## src/rtl/rv32i_pkg.sv

```systemverilog
// RV32I encodings shared by the decode stage and the ALU: opcodes, ALU op codes,
// immediate formats and the decoded-instruction record.
package rv32i_pkg;

  localparam logic [6:0] OPC_OP     = 7'b0110011;
  localparam logic [6:0] OPC_OP_IMM = 7'b0010011;
  localparam logic [6:0] OPC_LOAD   = 7'b0000011;
  localparam logic [6:0] OPC_STORE  = 7'b0100011;
  localparam logic [6:0] OPC_BRANCH = 7'b1100011;
  localparam logic [6:0] OPC_LUI    = 7'b0110111;
  localparam logic [6:0] OPC_AUIPC  = 7'b0010111;
  localparam logic [6:0] OPC_JAL    = 7'b1101111;
  localparam logic [6:0] OPC_JALR   = 7'b1100111;

  // ALU op = {2'b00, funct7[5], funct3}
  localparam logic [5:0] ALU_ADD  = 6'h00;
  localparam logic [5:0] ALU_SUB  = 6'h08;
  localparam logic [5:0] ALU_SLL  = 6'h01;
  localparam logic [5:0] ALU_SLT  = 6'h02;
  localparam logic [5:0] ALU_SLTU = 6'h03;
  localparam logic [5:0] ALU_XOR  = 6'h04;
  localparam logic [5:0] ALU_SRL  = 6'h05;
  localparam logic [5:0] ALU_SRA  = 6'h0D;
  localparam logic [5:0] ALU_OR   = 6'h06;
  localparam logic [5:0] ALU_AND  = 6'h07;

  typedef enum logic [2:0] {
    IMM_NONE,
    IMM_I,
    IMM_S,
    IMM_B,
    IMM_U,
    IMM_J
  } imm_type_e;

  typedef struct packed {
    logic [5:0] alu_op;
    logic [4:0] rs1;
    logic [4:0] rs2;
    logic [4:0] rd;
    logic       src_a_pc;
    logic       src_b_imm;
    logic       reg_we;
    logic       mem_rd;
    logic       mem_wr;
    logic [2:0] funct3;
    logic       branch;
    logic       jump;
    logic       illegal;
  } dec_t;

endpackage

```

## src/rtl/imm_gen.sv

```systemverilog
// Immediate extraction for the RV32I formats; purely combinational.
// The opcode bits carry no immediate data, so only instr[31:7] is taken.
module imm_gen
  import rv32i_pkg::*;
(
  input  logic [31:7] instr_i,
  input  imm_type_e   imm_type_i,
  output logic [31:0] imm_o
);

  always_comb begin
    // NOTE: assign a default before the case so no path leaves imm_o unassigned and infers a latch.
    imm_o = '0;
    case (imm_type_i)
      IMM_I:   imm_o = {{20{instr_i[31]}}, instr_i[31:20]};
      IMM_S:   imm_o = {{20{instr_i[31]}}, instr_i[31:25], instr_i[11:7]};
      IMM_B:   imm_o = {{19{instr_i[31]}}, instr_i[31], instr_i[7], instr_i[30:25],
                        instr_i[11:8], 1'b0};
      IMM_U:   imm_o = {instr_i[31:12], 12'b0};
      IMM_J:   imm_o = {{11{instr_i[31]}}, instr_i[31], instr_i[19:12], instr_i[20],
                        instr_i[30:21], 1'b0};
      default: imm_o = '0;
    endcase
  end

endmodule

```

## src/rtl/id_stage.sv

```systemverilog
// Registered RV32I decode stage: combinational decode into a one-entry output
// register with a valid/ready handshake and a highest-priority flush.
module id_stage
  import rv32i_pkg::*;
#(
  parameter int XLEN        = 32,
  parameter bit NOP_ILLEGAL = 1'b1
) (
  input  logic            clk,
  input  logic            rst_n,
  input  logic            flush,
  input  logic            in_valid,
  output logic            in_ready,
  input  logic [31:0]     in_instr,
  input  logic [XLEN-1:0] in_pc,
  output logic            out_valid,
  input  logic            out_ready,
  output logic [XLEN-1:0] out_pc,
  output logic [5:0]      out_alu_op,
  output logic [4:0]      out_rs1,
  output logic [4:0]      out_rs2,
  output logic [4:0]      out_rd,
  output logic [XLEN-1:0] out_imm,
  output logic            out_src_a_pc,
  output logic            out_src_b_imm,
  output logic            out_reg_we,
  output logic            out_mem_rd,
  output logic            out_mem_wr,
  output logic [2:0]      out_funct3,
  output logic            out_branch,
  output logic            out_jump,
  output logic            out_illegal
);

  typedef struct packed {
    logic [XLEN-1:0] pc;
    logic [XLEN-1:0] imm;
    dec_t            dec;
  } entry_t;

  logic [6:0]  opcode;
  logic [2:0]  funct3;
  logic [6:0]  funct7;
  logic [31:0] imm;
  logic        we_raw;
  imm_type_e   imm_type;
  dec_t        dec;
  entry_t      entry_d, entry_q;
  logic        valid_d, valid_q;

  assign opcode = in_instr[6:0];
  assign funct3 = in_instr[14:12];
  assign funct7 = in_instr[31:25];

  imm_gen u_imm_gen (
    .instr_i    (in_instr[31:7]),
    .imm_type_i (imm_type),
    .imm_o      (imm)
  );

  always_comb begin
    dec        = '0;
    dec.rs1    = in_instr[19:15];
    dec.rd     = in_instr[11:7];
    dec.funct3 = funct3;
    dec.alu_op = ALU_ADD;
    imm_type   = IMM_NONE;
    we_raw     = 1'b0;
    case (opcode)
      OPC_OP: begin
        dec.rs2     = in_instr[24:20];
        dec.alu_op  = {2'b00, funct7[5], funct3};
        we_raw      = 1'b1;
        dec.illegal = !((funct7 == 7'b0000000) ||
                        (funct7 == 7'b0100000 && (funct3 == 3'b000 || funct3 == 3'b101)));
      end
      OPC_OP_IMM: begin
        imm_type      = IMM_I;
        dec.src_b_imm = 1'b1;
        dec.alu_op    = {3'b000, funct3};
        we_raw        = 1'b1;
        // Shift amounts live in imm[4:0]; the upper imm bits act as funct7.
        if (funct3 == 3'b001) begin
          dec.illegal = (funct7 != 7'b0000000);
        end else if (funct3 == 3'b101) begin
          if (funct7 == 7'b0100000) dec.alu_op = ALU_SRA;
          else dec.illegal = (funct7 != 7'b0000000);
        end
      end
      OPC_LOAD: begin
        imm_type      = IMM_I;
        dec.src_b_imm = 1'b1;
        dec.mem_rd    = 1'b1;
        we_raw        = 1'b1;
        dec.illegal   = (funct3 == 3'b011) || (funct3 == 3'b110) || (funct3 == 3'b111);
      end
      OPC_STORE: begin
        imm_type      = IMM_S;
        dec.rs2       = in_instr[24:20];
        dec.rd        = '0;
        dec.src_b_imm = 1'b1;
        dec.mem_wr    = 1'b1;
        dec.illegal   = (funct3[2] || funct3 == 3'b011);
      end
      OPC_BRANCH: begin
        imm_type    = IMM_B;
        dec.rs2     = in_instr[24:20];
        dec.rd      = '0;
        dec.branch  = 1'b1;
        dec.alu_op  = !funct3[2] ? ALU_SUB : (funct3[1] ? ALU_SLTU : ALU_SLT);
        dec.illegal = (funct3[2:1] == 2'b01);
      end
      OPC_LUI: begin
        imm_type      = IMM_U;
        dec.rs1       = '0;
        dec.src_b_imm = 1'b1;
        we_raw        = 1'b1;
      end
      OPC_AUIPC: begin
        imm_type      = IMM_U;
        dec.src_a_pc  = 1'b1;
        dec.src_b_imm = 1'b1;
        we_raw        = 1'b1;
      end
      OPC_JAL: begin
        imm_type      = IMM_J;
        dec.rs1       = '0;
        dec.src_a_pc  = 1'b1;
        dec.src_b_imm = 1'b1;
        dec.jump      = 1'b1;
        we_raw        = 1'b1;
      end
      OPC_JALR: begin
        imm_type      = IMM_I;
        dec.src_b_imm = 1'b1;
        dec.jump      = 1'b1;
        we_raw        = 1'b1;
        dec.illegal   = (funct3 != 3'b000);
      end
      default: dec.illegal = 1'b1;
    endcase
    dec.reg_we = we_raw && (in_instr[11:7] != 5'd0);
    if (dec.illegal) begin
      dec.alu_op = ALU_ADD;
      if (NOP_ILLEGAL) begin
        dec.reg_we = 1'b0;
        dec.mem_rd = 1'b0;
        dec.mem_wr = 1'b0;
        dec.branch = 1'b0;
        dec.jump   = 1'b0;
      end
    end
  end

  assign in_ready = !valid_q || out_ready;

  // Flush wins over everything; the payload is left alone since out_valid=0 masks it.
  always_comb begin
    entry_d = entry_q;
    valid_d = valid_q;
    if (flush) begin
      valid_d = 1'b0;
    end else if (in_valid && in_ready) begin
      valid_d = 1'b1;
      entry_d = '{pc: in_pc, imm: imm, dec: dec};
    end else if (out_ready) begin
      valid_d = 1'b0;
    end
  end

  always_ff @(posedge clk or negedge rst_n) begin
    if (!rst_n) begin
      // NOTE: the payload register is reset too, so every out_* reads 0 during reset, not just out_valid.
      entry_q <= '0;
      valid_q <= 1'b0;
    end else begin
      // NOTE: non-blocking assignments so all state updates together at the edge.
      entry_q <= entry_d;
      valid_q <= valid_d;
    end
  end

  assign out_valid     = valid_q;
  assign out_pc        = entry_q.pc;
  assign out_imm       = entry_q.imm;
  assign out_alu_op    = entry_q.dec.alu_op;
  assign out_rs1       = entry_q.dec.rs1;
  assign out_rs2       = entry_q.dec.rs2;
  assign out_rd        = entry_q.dec.rd;
  assign out_src_a_pc  = entry_q.dec.src_a_pc;
  assign out_src_b_imm = entry_q.dec.src_b_imm;
  assign out_reg_we    = entry_q.dec.reg_we;
  assign out_mem_rd    = entry_q.dec.mem_rd;
  assign out_mem_wr    = entry_q.dec.mem_wr;
  assign out_funct3    = entry_q.dec.funct3;
  assign out_branch    = entry_q.dec.branch;
  assign out_jump      = entry_q.dec.jump;
  assign out_illegal   = entry_q.dec.illegal;

endmodule

```

## config.mk

```make
export PLATFORM = sky130hd
export DESIGN_NAME = id_stage
export DESIGN_NICKNAME = d
export VERILOG_FILES = /design/src/rtl/rv32i_pkg.sv /design/src/rtl/imm_gen.sv /design/src/rtl/id_stage.sv
export SDC_FILE = /design/constraint.sdc
export NUM_CORES = 1
export LEC_CHECK = 0
export BUFFER_PORTS_ARGS = -buffer_cell sky130_fd_sc_hd__buf_2
export CORE_MARGIN = 1.5
export CORE_UTILIZATION = 49
export CTS_CLUSTER_SIZE = 40
export DETAILED_ROUTE_END_ITERATION = 12
export PLACE_DENSITY = 0.77
export SYNTH_ARGS = -nofsm -noshare
export SYNTH_HDL_FRONTEND = slang
export SYNTH_HIERARCHICAL = 1
export SYNTH_SLANG_ARGS = --single-unit
```

## constraint.sdc

```tcl
create_clock -name clk -period 2.2 [get_ports clk]
set_input_delay 0.11 -clock clk [delete_from_list [all_inputs] [get_ports clk]]
set_output_delay 0.11 -clock clk [all_outputs]
set_load 0.03 [all_outputs]
```

==> key figures <==
Clock network
  • H-Tree Depth: 3
  • Setup Buffers After CTS: 0
  • Post-CTS sizing: 0
  • Clock latency on the worst-skew pair: 0.36 ns
  • Cts hold-fix bufs: 39
  • Total CTS buffers: 9
  • Clk buf depth: 2
  • Clock slew at reported path FFs: 0.09 ns
  • Root buf cell: clkbuf_8
  • CTS tree: built
  • Clock sink total: 95

Synthesis
  • Post-synth ARST share: 1.00
  • Avg Synthesized Cell Area: 8.80 sq um
  • Post-synthesis sequential area ratio: 0.536
  • Post-synth EDFFs: 0
  • Top FF cell, synth: dfrtp_1
  • Synthesized instance count: 504
  • Flops & latches, synth: 95
  • Synthesized area: 0.00443 sq mm
  • Yosys cell types: 55
  • Synth warnings: 6

Layout
  • Antenna Cells: 0
  • Final core utilization: 0.678
  • Final Cell Area: 0.00594 sq mm
  • # fillers: 728
  • Area grow syn2layout: 34.0%
  • Layout cells sized above 1: 0.300
  • Nets@finish: 774

Floorplanning
  • Die Width: 98.1 um
  • Top Ports: 167
  • Chip height: 98.1 um
  • Row Count: 34
  • Die area: 0.00963 sq mm
  • Starting Density: 0.506
  • Core ar.: 0.00876 sq mm

Worst setup path
  • Worst-path maximum fanout: 10
  • Worst EP arrival: 2.22 ns
  • Critical Path End Type: flop
  • Slowest-stage cell, CP: a2111oi_4
  • CP required: 2.45 ns
  • CP Launch Type: flop
  • Critical path cell sequence: nor2b_1 > inv_1 > nand3b_1 > a2111oi_4 > o31ai_4 > o31ai_1
  • Worst setup path class: flop to flop
  • Largest stage delay on the critical path: 0.47 ns

Pwr
  • Power after layout: 3970 uW
  • Maximum vdd drop: 0.000383 V
  • Pwr dens: 669 mW/mm^2
  • Leak Pwr: 0.00331 uW

Worst hold path
  • Hold crit path type: primary input to flop

Detailed routing
  • Post-Route WL: 12.2 mm
  • Metal-1 WL: 5.33 mm
  • Met3 wire length: 682 um
  • DRT Pass-1 Iters: 5
  • Detailed-route DRC error count: 0
  • Max layer used: met4
  • Via/cell ratio: 5.13
  • Met2 wire len: 6.00 mm
  • Vias: 4196
  • Drt wl/cell: 15.0 um
  • Number of DRC markers in iteration 0: 164
  • ANT nets after route: 0

Global route
  • Tot GR Track Use: 0.264
  • Antenna violations before repair: 0
  • First-pass GRT wire length: 20.5 mm
  • Largest net degree at the start of global routing: 74
  • Vias in the first global route: 4264
  • Grt total ovfl: 0

STA
  • Tightest Pin Transition: 0.610 ns
  • Max-slew headroom: 0.593
  • Tmin final: 1.97 ns
  • Highest clock rate: 509 MHz
  • Period utilisation layout: 0.894
  • Worst Clk Skew: 0.00730 ns
  • RSZ-0062 raised after global routing: false
  • Final slew viol count: 0
  • Setup violators final: 0
  • Hold Fails Final Rpt: 0
  • Final WS setup: 0.234 ns
  • Final TNS setup: 0 ns

Placed design
  • Dpl hpwl: 8.52 mm
  • Routability cong.: 0.866
  • Pre-CTS WS: 0.0991 ns
  • Placed Instance Area: 0.00537 sq mm
  • PortBufs: 164

Flow run
  • Max-capacitance violation count: 0

Outcome
  • Outcome: finished, final reports clean
==> worst paths after layout <==
| path | to | slack (ns) | from | cells after the start |
|---|---|---|---|---|
| setup / recovery | out_reg_we$_DFFE_PN0P_ | 0.23 | out_valid$_DFFE_PN0P_ | 6 |
| hold / removal | out_valid$_DFFE_PN0P_ | 0.01 | in_valid | 3 |
| setup reg to reg | out_reg_we$_DFFE_PN0P_ | 0.23 | out_valid$_DFFE_PN0P_ | 6 |
| hold reg to reg | out_rd[0]$_DFFE_PN0P_ | 0.48 | out_rd[0]$_DFFE_PN0P_ | 2 |
| max in group asynchronous | out_rs1[0]$_DFFE_PN0P_ | 1.21 | rst_n | 3 |
| min in group asynchronous | out_pc[23]$_DFFE_PN0P_ | 0.31 | rst_n | 2 |
==> layout make-up <==
cell class | instances | area (sq um) | area share
inverters | 3 | 11.3 | 0.00190
flip-flops and latches | 95 | 2380 | 0.400
clock inverters | 6 | 51.3 | 0.00864
well taps | 108 | 135 | 0.0227
repair buffers | 221 | 1360 | 0.229
clock buffers | 10 | 128 | 0.0215
multi-input cells | 375 | 1880 | 0.316
==> routing by layer <==
metal,GRT usage,vias up
li1,-,2039
met1,0.349,2006
met2,0.439,133
met3,0.0465,18
met4,0.0956,0
met5,0,-
==> synthesized netlist by cell type (2+ instances only) <==
cell / n / share of area
a21o_1: 9 / 0.015
a21oi_1: 4 / 0.0045
a22o_1: 13 / 0.026
a31o_2: 2 / 0.0040
a32oi_1: 2 / 0.0040
and2_1: 6 / 0.0085
and2b_1: 2 / 0.0034
buf_1: 2 / 0.0017
buf_2: 3 / 0.0034
buf_4: 8 / 0.014
buf_6: 3 / 0.0076
clkbuf_1: 16 / 0.014
dfrtp_1: 95 / 0.54
inv_1: 2 / 0.0017
nand2_1: 244 / 0.21
nand2b_1: 3 / 0.0042
nand3_1: 4 / 0.0045
nand3b_1: 3 / 0.0051
nor2_1: 12 / 0.010
nor2b_1: 2 / 0.0028
nor3_1: 3 / 0.0034
nor3b_2: 2 / 0.0056
o21ai_0: 19 / 0.021
o21ai_1: 4 / 0.0045
o22a_1: 2 / 0.0040
o31ai_1: 9 / 0.015
or4_1: 2 / 0.0034
==> stage by stage <==
stage | instances | hold slack, ns
3_3_place_gp | 763 | 0.155
3_5_place_dp | 763 | 0.157
2_1_floorplan | 505 | -0.186
4_1_cts | 818 | 0.00360
5_1_grt | 818 | 0.00730
6_report | 818 | 0.0146
==> power by group <==
| group | switching (uW) | leakage [uW] | internal, uW |
|---|---|---|---|
| Combinational | 644 | 0.00199 | 307 |
| Sequential | 75.3 | 0.00125 | 1890 |
| Clock | 629 | 0.0000814 | 427 |
| Total | 1350 | 0.00331 | 2630 |
==> placed cells by master (no fill, tap or decap), types with 3 or more instances in the layout <==
cell type and instances:
a21o_1 9, nor2_1 12, nand2_1 244, buf_2 163
clkinvlp_4 3, a22o_1 13, nor3_1 3, nor3b_2 3
nand3b_1 3, a21oi_1 4, buf_4 18, o21ai_0 19
clkbuf_8 9, and2_1 6, dfrtp_1 95, nand2b_1 3
nand3_1 4, o21ai_1 4, dlygate4sd3_1 39, o31ai_1 9
==> worst max-delay path, delay by kind of cell (launching register included) <==
kind                   cells  cell delay (ns)
buffers and inverters      1             0.08
and+or+nand+nor            2             0.43
AOI/OAI and AO/OA          3             0.95
DFF                        1             0.39
==> flip-flops by register name, indices dropped and copies added, names as in the netlist, 3 cells and up <==
register and count:
out_alu_op 4, out_imm 32, out_pc 32, out_funct3 3
out_rs2 5, out_rd 5, out_rs1 5
==> cell families after synthesis <==
logic type                after synthesis  share of synthesized area
AOI/OAI and AO/OA                      76                      0.132
xor gates and xnor gates                1                    0.00198
buffers and inverters                  35                     0.0423
DFF                                    95                      0.536
muxes                                   1                    0.00226
other                                   1                   0.000846
and+or+nand+nor                       295                      0.284
(Power assumes the default switching activity.)
